<file path="src/rtl/flappy_pkg.sv">
// Shared definitions for the flappy input blocks: FSM state encoding,
// default timing constants and a counter-width helper.
package flappy_pkg;

  typedef enum logic [1:0] {
    IDLE     = 2'd0,
    PENDING  = 2'd1,
    FLAP     = 2'd2,
    COOLDOWN = 2'd3
  } flap_state_e;

  localparam int unsigned DEBOUNCE_CYCLES_DEF = 500000;
  localparam int unsigned COOLDOWN_TICKS_DEF  = 2;
  localparam int unsigned REPEAT_TICKS_DEF    = 8;

  // Bits needed to hold 0..max_val (never less than one bit)
  function automatic int unsigned cnt_width(input int unsigned max_val);
    return (max_val < 2) ? 1 : $clog2(max_val + 1);
  endfunction

endpackage

</file>
<file path="src/rtl/key_debounce.sv">
// Synchronises and debounces an active-low pushbutton; emits a one-cycle
// press pulse on each debounced release->press transition.
module key_debounce
  import flappy_pkg::*;
#(
  parameter int unsigned DEBOUNCE_CYCLES = DEBOUNCE_CYCLES_DEF
) (
  input  logic clk,
  input  logic rst,
  input  logic key_n,
  output logic stable,
  output logic press
);

  localparam int unsigned CNT_W = cnt_width(DEBOUNCE_CYCLES);

  logic             sync1;
  logic             sync2;
  logic             stable_prev;
  logic [CNT_W-1:0] cnt;

  // Counter only advances while the synced level disagrees with the accepted one
  always_ff @(posedge clk) begin
    if (rst) begin
      sync1       <= 1'b1;
      sync2       <= 1'b1;
      stable      <= 1'b1;
      stable_prev <= 1'b1;
      press       <= 1'b0;
      cnt         <= '0;
    end else begin
      sync1       <= key_n;
      sync2       <= sync1;
      stable_prev <= stable;
      press       <= stable_prev & ~stable;
      if (sync2 == stable) begin
        cnt <= '0;
      end else if (cnt == CNT_W'(DEBOUNCE_CYCLES - 1)) begin
        stable <= sync2;
        cnt    <= '0;
      end else begin
        cnt <= cnt + CNT_W'(1);
      end
    end
  end

endmodule

</file>
<file path="src/rtl/flap_input_ctrl.sv">
// Turns a debounced key into tick-aligned, rate-limited flap requests.
// Optional AUTO_REPEAT_EN: a held key re-fires a press every REPEAT_TICKS idle ticks.
module flap_input_ctrl
  import flappy_pkg::*;
#(
  parameter int unsigned DEBOUNCE_CYCLES = DEBOUNCE_CYCLES_DEF,
  parameter int unsigned COOLDOWN_TICKS  = COOLDOWN_TICKS_DEF,
  parameter int unsigned REPEAT_TICKS    = REPEAT_TICKS_DEF,
  parameter int unsigned COUNT_W         = 16
) (
  input  logic               clk,
  input  logic               rst,
  input  logic               key_n,
  input  logic               game_tick,
  input  logic               freeze,
  output logic               flap,
  output logic               busy,
  output logic [COUNT_W-1:0] flap_count
);

  localparam int unsigned CD_W = cnt_width(COOLDOWN_TICKS);

  flap_state_e        state;
  flap_state_e        state_nxt;
  logic [CD_W-1:0]    cd;
  logic [CD_W-1:0]    cd_nxt;
  logic [COUNT_W-1:0] count_nxt;
  logic               key_stable;
  logic               key_press;
  logic               press_c;

  key_debounce #(
    .DEBOUNCE_CYCLES(DEBOUNCE_CYCLES)
  ) u_key (
    .clk   (clk),
    .rst   (rst),
    .key_n (key_n),
    .stable(key_stable),
    .press (key_press)
  );

`ifdef AUTO_REPEAT_EN
  localparam int unsigned RPT_W = cnt_width(REPEAT_TICKS);

  logic [RPT_W-1:0] rpt;
  logic             auto_press_c;

  assign auto_press_c = (state == IDLE) && !key_stable && !freeze && game_tick &&
                        (rpt == RPT_W'(REPEAT_TICKS - 1));

  // Counts idle ticks while the key is held; any other condition clears it
  always_ff @(posedge clk) begin
    if (rst || (state != IDLE) || key_stable || freeze || auto_press_c) begin
      rpt <= '0;
    end else if (game_tick) begin
      rpt <= rpt + RPT_W'(1);
    end
  end

  assign press_c = key_press | auto_press_c;
`else
  logic unused_cfg;
  assign unused_cfg = ^{key_stable, 32'(REPEAT_TICKS)};
  assign press_c    = key_press;
`endif

  // State and output registers; flap and busy follow the next state
  always_ff @(posedge clk) begin
    if (rst) begin
      state      <= IDLE;
      cd         <= '0;
      flap       <= 1'b0;
      busy       <= 1'b0;
      flap_count <= '0;
    end else begin
      state      <= state_nxt;
      cd         <= cd_nxt;
      flap       <= (state_nxt == FLAP);
      busy       <= (state_nxt != IDLE);
      flap_count <= count_nxt;
    end
  end

  // Next-state logic; freeze wins over press and game_tick everywhere
  always_comb begin
    state_nxt = state;
    cd_nxt    = cd;
    count_nxt = flap_count;
    case (state)
      IDLE: begin
        if (press_c && !freeze) state_nxt = PENDING;
      end
      PENDING: begin
        if (freeze) begin
          state_nxt = IDLE;
        end else if (game_tick) begin
          state_nxt = FLAP;
          if (flap_count != '1) count_nxt = flap_count + COUNT_W'(1);
        end
      end
      FLAP: begin
        if (freeze) begin
          state_nxt = IDLE;
        end else if (game_tick) begin
          if (COOLDOWN_TICKS == 0) begin
            state_nxt = IDLE;
          end else begin
            state_nxt = COOLDOWN;
            cd_nxt    = CD_W'(COOLDOWN_TICKS);
          end
        end
      end
      COOLDOWN: begin
        if (freeze) begin
          state_nxt = IDLE;
          cd_nxt    = '0;
        end else if (game_tick) begin
          if (cd <= CD_W'(1)) begin
            state_nxt = IDLE;
            cd_nxt    = '0;
          end else begin
            cd_nxt = cd - CD_W'(1);
          end
        end
      end
      default: state_nxt = IDLE;
    endcase
  end

endmodule

</file>
<file path="config.mk">
export PLATFORM = sky130hd
export DESIGN_NAME = flap_input_ctrl
export DESIGN_NICKNAME = d
export VERILOG_FILES = /design/src/rtl/flappy_pkg.sv /design/src/rtl/key_debounce.sv /design/src/rtl/flap_input_ctrl.sv
export SDC_FILE = /design/constraint.sdc
export NUM_CORES = 1
export LEC_CHECK = 0
export CORE_ASPECT_RATIO = 0.5
export CORE_MARGIN = 1.5
export CORE_UTILIZATION = 46
export CTS_BUF_LIST = sky130_fd_sc_hd__clkbuf_8
export DETAILED_ROUTE_END_ITERATION = 6
export HOLD_SLACK_MARGIN = 0.1
export PLACE_DENSITY = 0.68
export SYNTH_ARGS = -nofsm -noshare
export SYNTH_HDL_FRONTEND = slang
export SYNTH_SLANG_ARGS = --single-unit
</file>
<file path="constraint.sdc">
create_clock -name clk -period 1.9 [get_ports clk]
set_clock_uncertainty 0.2 [all_clocks]
set_input_delay 0.57 -clock clk [delete_from_list [all_inputs] [get_ports clk]]
set_output_delay 0.57 -clock clk [all_outputs]
set_load 0.005 [all_outputs]
</file>
Yosys cells after proc, flatten, opt, wreduce, memory -nomap -nowiden

Cells that the tools add are included.

Bits in registers: 46
Latch bits: 0
Memory bits (writable): 0
Memory bits (read-only): 0
Input bits: 5
Memories: 0

Add/sub/neg operators: 3
Multiply operators: 0
Div/mod/pow operators: 0
Magnitude comparators: 1
Equal/unequal tests: 10
Shift operators: 0
Multiplexer cells: 15
Bitwise operators: 4
Reductions and logical operators: 9

Operator list:

| operator                | count |
|---|---|
| $mux W2                 | 13 |
| $add A19 B1 Y19 const B | 1 |
| $eq A19 B19 Y1 const B  | 1 |
| $add A16 B1 Y16 const B | 1 |
| $ne A16 B16 Y1 const B  | 1 |
| $pmux W2 S4             | 1 |
| $reduce_and A4 Y1       | 2 |
| $eq A2 B2 Y1 const B    | 3 |
| $ne A2 B2 Y1 const B    | 2 |
| $pmux W2 S2             | 1 |
| $reduce_bool A2 Y1      | 2 |
| $ne A3 B3 Y1 const B    | 1 |
| $not A1 Y1              | 3 |
| $reduce_or A3 Y1        | 1 |
| $eq A2 B1 Y1 const B    | 1 |
| $le A2 B1 Y1 const B    | 1 |
| $logic_not A2 Y1        | 1 |
| $reduce_and A2 Y1       | 1 |
| $sub A2 B1 Y2 const B   | 1 |
| $and A1 B1 Y1           | 1 |
| $eq A1 B1 Y1            | 1 |
| $logic_and A1 B1 Y1     | 1 |
| $logic_not A1 Y1        | 1 |

Logic depth before layout (Yosys ltp)

Gate-level depths: netlist of the first run.

Depth in word-level cells: 6
Gate-level depth with buffers: 6
Mapped depth without buffers: 5

By module

A second synthesis of the first run with hierarchy kept.

Cell total of the unflattened synthesis: 243
Area, all modules: 2,182.1 µm²

Modules (own cells, without submodules):

| module          | times used | cells an instance | area each (µm²) | sequential area each (µm²) |
|---|---|---|---|---|
| flap_input_ctrl | 1          | 132               | 1,164.9         | 440.4 |
| key_debounce    | 1          | 111               | 1,017.2         | 480.5 |

Worst setup path after synthesis of the first run

OpenSTA, ideal clock, no wires.

Path kind: input-to-reg
Start: in game_tick
End: reg flap_count[15]
Arrival time: 1,718 ps
Required time: 1,579 ps
Setup slack: -138 ps
Cell stages on the path: 6
Cell sequence: buf_2 -> and4bb_1 -> buf_6 -> nand4_4 -> nor4_1 -> mux2_2

Cells in the longest elaborated chain, start to end: 1

Ends and longest elaborated chain:

| item                        | line                  | text |
|---|---|---|
| start: declaration          | flap_input_ctrl.sv:14 | `input logic game_tick,` |
| $reduce_and A4 Y1 (no line) | -                     |  |
| end signal: assignment      | flap_input_ctrl.sv:80 | `flap_count <= count_nxt;` |
| end: declaration            | flap_input_ctrl.sv:18 | `output logic [COUNT_W-1:0] flap_count` |

No other way between the ends.
A chain may end at the register's enable or synchronous reset.

Worst setup path after layout of the first run

Start: reg flap_count[5]
End: reg flap_count[11]

Cells in the longest elaborated chain, start to end: 2

Ends and longest elaborated chain:

| item |
|---|
| parallel branches: the longest is 2 deep, another holds $add A16 B1 Y16 |

Parallel ways; which one is timed is not known.

==> results.ini, run 1 <==
[timing]
maxSlewViolCount = 0
max-slew-margin-rel_pct = 76.3
min_period_ns = 1.88
tightest_slew_ns = 0.352
finalHoldViolations = 0
final.setup.tns_ns = 0
fmax_mhz = 532
finalSetupViolCount = 0
post-route-period-util_pct = 99.0

[detailed_routing]
num_vias = 2040
wl_per_cell_um = 13.0
drt_iter0_drc = 43
routed_via_density = 5.30
drt_wl_total_mm = 5.02
drtPass1Iterations = 4
route.detailed.drc = 0
drtAntennaViolNets = 0

[global_routing]
grt-busiest-layer = met2
grt_pass1_vias = 1819
groute.usage.overall_pct = 20.5
grt_max_degree = 18
grtUsageMet2_pct = 35.3
use_met1_pct = 25.6
grt_pass1_wl_mm = 8.36
met3_usage_pct = 4.40
grt-ovfl-total = 0
antenna_found_initial = 0

[critical_path]
path_cells = buf_4, and4_4, nand4_4, buf_6, buf_4, buf_4, o31ai_1, a21oi_2
critPathMaxStageDelay_ns = 0.36
crit_fanout = 3
critPathSlowestCell = dfxtp_4
crit_type = register to register
reg2reg_slack_ns = 0.02
path_common_cell = buf_4
startpoint_type = register
arrival_ns = 1.87
crit_path_end_kind = register
crit_required_ns = 1.89

[layout]
drive_gt1_share_pct = 34.5
syn2layout_area_growth_pct = 36.6
antenna_cells = 0
nNetsFinal = 325
final_cells = 385

[cts]
cts.clk_slew.worst_paths_ns = 0.09
cts_buffer_depth = 2
h-tree-depth = 2
hold_buffers = 0
cts_tree = built
cts.sinks = 46
cts-root-buf = clkbuf_8
worstSkewPairLatency_ns = 0.31
cts_buffers = 5

[synth]
syn_area_per_cell_um2 = 9.08
synth.yosys.seq_area_share_pct = 41.2
synthCells = 246
synthXorXnorAreaFrac_pct = 5.49
ys.flop_type = dfxtp_1
synth_area_mm2 = 0.00223
yosysMostFrequentCell = dfxtp_1
synthAdderAreaFrac_pct = 1.12
synth_top_family_by_area = simple AND/OR/NAND/NOR gates
synth_edf_count = 0
yosysTopAreaCell = dfxtp_1
synth_cell_types = 42
ys_top_cells_by_count = dfxtp_1 (46), nor2_1 (26), a21oi_1 (18), nand3_1 (14), nand2_1 (13)
synth_area_leaders = dfxtp_1 (41%), nor2_1 (4.4%), a21oi_1 (4.0%)
synth_warnings = 0
async_reset_ff_share_pct = 0
synth_compound_area_share_pct = 13.2
synthMuxAreaShare_pct = 4.43
syn_nets = 253
synthSimpleGateAreaFrac_pct = 30.1
ys_ff_latch = 46
yosysTopAreaCellShare_pct = 41.2

[floorplan]
die_y_um = 52.3
core_mm2 = 0.00453
boundaryPins = 23
fp.dieW_um = 102
start_util_pct = 49.3
rows = 17
die_area_mm2 = 0.00531

[pwr]
power_mw = 1.60
switching_share_pct = 22.9
seq_power_share_pct = 59.7
pwr_density_cell_mw_per_mm2 = 524
p_leak_nw = 1.27
power.share.clock_pct = 37.1
p_int_mw = 1.23
combinationalPowerShare_pct = 3.2
switchingPower_mw = 0.366
vdd_ir_drop_max_uv = 290

[place]
port_buffers = 22
gp_congestion = 0.807
dpl.cell_count = 358
hpwlAfterDp_mm = 3.34

[worst_hold_path]
min_path_type = register to register

[outcome]
status = completed

[flow_run]
cap_violations = 0

[final cells by class]
cell class              count  area, um2
repair buffers             73        617
multi-input cells         183       1260
fillers                   380       1480
well taps                  66       82.6
clock inverters             3       17.5
clock buffers               5       68.8
flip-flops and latches     46        967
inverters                   9       33.8
[state kept, by name (all words and copies together), names as in the netlist]
register and count:
u_key.press 1, busy 1, u_key.sync1 1, u_key.sync2 1
state 2, u_key.stable_prev 1, flap_count 16, u_key.stable 1
flap 1, u_key.cnt 19, cd 2
[cell families after synthesis]
kind of cell / after synthesis
AO/OA/AOI/OAI: 45
XOR/XNOR: 14
adder cells (fa/ha/maj): 2
buffers and inverters: 17
flip-flops: 46
multiplexers: 9
AND/OR/NAND/NOR: 113
[cells in the final DEF, fill, tap and decap left out, types with 3 or more instances in the layout]
cell type / count
mux2_2: 7
o31ai_1: 9
xnor2_1: 4
nor2b_1: 9
nand4_1: 10
and4_4: 3
or3_1: 4
inv_1: 10
and3_1: 3
or2_2: 4
dfxtp_4: 9
nand2_1: 13
o21ai_0: 9
nor2_1: 26
dlygate4sd2_1: 17
or4_1: 7
dfxtp_1: 27
dfxtp_2: 10
clkbuf_8: 5
a21oi_1: 17
buf_4: 48
nand3_1: 12
xor2_1: 10
[metal layers]
layer  wire length [um]  part of all wire, %
met2               2510                   50
met3                145                  2.9
met4                 71                  1.4
met1               2290                   46
met5                  0                    0
[power by group through the flow]
| stage | combinational [mW] | clock, mW | sequential [mW] |
|---|---|---|---|
| after floorplan | 0.0264 | 0 | 0.990 |
| after global placement | 0.0480 | 0 | 0.990 |
| after detailed placement | 0.0494 | 0 | 0.991 |
| after CTS | 0.0490 | 0.611 | 0.955 |
| after global routing | 0.0578 | 0.652 | 0.955 |
| final | 0.0511 | 0.594 | 0.955 |
[worst max-delay path, delay by kind of cell (launching register included)]
family          cells  cell delay [ns]
buf+inv             4             0.49
compound gates      2             0.36
simple gates        2             0.35
flops               1             0.36
[per-stage QoR]
stage	instance area, um2	worst slack, ns	utilization (%)	hold slack, ns
detailed placement	2740	-0.530	60.4	0.198
global route	3050	-0.0621	67.3	0.240
finish	3050	0.0186	67.3	0.203
CTS	3010	-0.00966	66.4	0.214
floorplan	2250	-0.0666	-	0.189
global placement	2740	-0.494	60.4	0.197
[repair_timing]
action,CTS,global route
setup endpoints to repair,34,29
hold endpoints to repair,0,0
pin swaps,6,5
cloned,1,0
buffers inserted,18,1
resized for setup,54,16
[final timing paths]
kind | start | cells after the start | endpoint
worst min register to register | u_key.stable_prev | 2 | u_key.press
worst max-delay path | flap_count[5] | 8 | flap_count[11]
worst min-delay path | u_key.stable_prev | 2 | u_key.press
worst max register to register | flap_count[5] | 8 | flap_count[11]
Note: power is estimated with default switching activity, not from simulation.
==> inputs of run 2 (changes only) <==
==> constraint.sdc (replaced) <==
create_clock -name clk -period 1.9 [get_ports clk]
set_clock_uncertainty 0.2 [all_clocks]
set_input_delay 0.38 -clock clk [delete_from_list [all_inputs] [get_ports clk]]
set_output_delay 0.38 -clock clk [all_outputs]
set_load 0.005 [all_outputs]
==> results.ini, run 2 (synthesized netlist as in run 1, its figures left out) <==
[critical_path]
crit_fanout = 4  ; +1
reg2reg_slack_ns = 0.05  ; +0.03 ns
startpoint_type = input port
crit_path_end_kind = register
rr_worst_depth = 4  ; -4
rr_startpoint = flap_count[6]
r2r_end = flap_count[0]
crit_required_ns = 1.90  ; about the same
arrival_ns = 1.85  ; -0.02 ns
crit_type = input port to register
critPathLaunch = freeze

[layout]
syn2layout_area_growth_pct = 32.8
reg_top3 = u_key.cnt (19), flap_count (16)
regArea_um2 = 938  ; -3.0%
regMostFlops = u_key.cnt
fillers = 379  ; -0.26%
multi_input_area_mm2 = 0.00125  ; -1.2%
drive_gt1_share_pct = 27.1  ; -7.4 points
mostFrequentLayoutCell = dfxtp_1
design_area_mm2 = 0.00297  ; -2.8%
largest_reg_flops = 19  ; unchanged
mostFrequentLayoutCells = dfxtp_1 (34), buf_4 (30), nor2_1 (26)
antenna_cells = 0  ; unchanged
nNetsFinal = 309  ; -4.9%

[timing]
min_period_ns = 1.85  ; -0.0303 ns
post-route-period-util_pct = 97.4  ; -1.6 points
final.setup.tns_ns = 0  ; unchanged
tightest_slew_ns = 0.344  ; -0.00826 ns
finalSetupViolCount = 0  ; unchanged
timing.hold.ws_ns = 0.219  ; +0.0160 ns
fmax_mhz = 540  ; +1.6%
maxSlewViolCount = 0  ; unchanged
max-slew-margin-rel_pct = 77.0  ; +0.75 points
rsz0062_at_grt = yes
fin_ws_ns = 0.0489  ; +0.0303 ns
finalHoldViolations = 0  ; unchanged

[global_routing]
grt-ovfl-total = 0  ; unchanged
groute.usage.overall_pct = 19.8  ; -0.72 points
grt_pass1_wl_mm = 8.00  ; -4.2%
antenna_found_initial = 0  ; unchanged
grt_pass1_vias = 1829  ; +0.55%
grt_max_degree = 18  ; unchanged

[cts]
cts_buffer_depth = 2  ; unchanged
cts.sinks = 46  ; unchanged
cts_buffers = 5  ; unchanged
cts-root-buf = clkbuf_8
h-tree-depth = 2  ; unchanged
worstSkewPairLatency_ns = 0.30  ; about the same
cts_tree = built
cts.clk_slew.worst_paths_ns = 0.09  ; about the same

[floorplan]
rows = 17  ; unchanged
boundaryPins = 23  ; unchanged
core_mm2 = 0.00453  ; unchanged
start_util_pct = 49.3  ; unchanged
die_y_um = 52.3  ; unchanged
fp.dieW_um = 102  ; unchanged
die_area_mm2 = 0.00531  ; unchanged

[pwr]
switching_share_pct = 20.7  ; -2.1 points
p_int_mw = 1.38  ; +12%
power_mw = 1.74  ; +8.5%
seq_power_share_pct = 55.6  ; -4.1 points
vdd_ir_drop_max_uv = 369  ; +27%
p_leak_nw = 1.13  ; -11%
pwr_density_cell_mw_per_mm2 = 585  ; +12%
combinationalPowerShare_pct = 2.9  ; -0.3 points
power.share.clock_pct = 41.5  ; +4.4 points
switchingPower_mw = 0.360  ; -1.5%

[detailed_routing]
num_vias = 1998  ; -2.1%
drtPass1Iterations = 4  ; unchanged
wl_per_cell_um = 13.2  ; +1.3%
drt_wl_total_mm = 4.87  ; -2.9%
drtAntennaViolNets = 0  ; unchanged
route.detailed.drc = 0  ; unchanged
drt_iter0_drc = 42  ; -2.3%
routed_via_density = 5.41  ; +2.2%

[outcome]
status = completed

[worst_hold_path]
min_to = u_key.press
min_path_cells = 2  ; unchanged
worstHoldStart = u_key.stable_prev
min_path_type = register to register

[place]
dp_slack_ns = -0.392  ; +0.138 ns
placedInstanceArea_mm2 = 0.00276  ; +0.82%
port_buffers = 22  ; unchanged
gp_congestion = 0.798  ; -1.2%
hpwlAfterDp_mm = 3.43  ; +2.8%

[flow_run]
cap_violations = 0  ; unchanged

[run 2: cell count changes in the layout (fill, tap and decap cells not counted), moves of 2 or more]
cell | before | now
buf_12 | 1 | 3
and4_4 | 3 | 1
buf_4 | 48 | 30
clkdlybuf4s50_1 | 2 | 18
dlygate4sd2_1 | 17 | 2
dfxtp_1 | 27 | 34
dfxtp_4 | 9 | 1
[run 2: timing repair]
| action | in CTS | in global routing |
|---|---|---|
| pin swaps | 3 | 1 |
| resized for setup | 12 | 17 |
| endpoints found under the setup margin | 5 | 14 |
| endpoints found under the hold margin | 0 | 0 |
| cloned | 1 | 0 |
| setup buffers | 0 | 1 |
| hold buffers | 0 | 0 |
[run 2: stage by stage]
stage                     std cells  util [%]
after floorplan                 246         -
after global placement          359      60.9
after detailed placement        359      60.9
after CTS                       368      64.5
after global routing            369      65.5
final                           369      65.5
[run 2: metal layers]
layer | global-route usage, % | routed length, um | up-vias
met4 | 9.03 | 74 | 0
met2 | 36.1 | 2370 | 25
met5 | 0 | 0 | -
li1 | - | - | 1010
met1 | 22.2 | 2290 | 956
met3 | 4.80 | 128 | 7
[run 2: critical path, stage by stage]
cell and delay, ns:
dlygate4sd2_1 0.24, and4bb_2 0.35, bufbuf_16 0.27, nand4_1 0.11, a21oi_1 0.15, mux2_2 0.35
[run 2: worst max-delay path by stage]
stage                     end  depth (start not counted)
6_report        flap_count[5]                          6
5_1_grt         u_key.cnt[17]                          4
4_1_cts         flap_count[2]                          2
3_5_place_dp   flap_count[15]                          6
3_3_place_gp   flap_count[15]                          6
2_1_floorplan  flap_count[15]                          6
[run 2: cell type report]
cell class,instances,share of cell area [%]
Multi-Input combinational cell,183,42.1
Sequential cell,46,31.6
Timing Repair Buffer,57,18.6
Tap cell,66,2.78
Clock buffer,5,2.32
Clock inverter,3,1.39
Inverter,9,1.14
[run 2: power by group through the flow]
| stage | Combinational [mW] | Sequential [mW] | Clock [mW] |
|---|---|---|---|
| after global routing | 0.0542 | 0.967 | 0.784 |
| after floorplan | 0.0258 | 0.990 | 0 |
| final | 0.0498 | 0.966 | 0.720 |
| after CTS | 0.0502 | 0.966 | 0.740 |
| after detailed placement | 0.0512 | 0.990 | 0 |
| after global placement | 0.0492 | 0.990 | 0 |
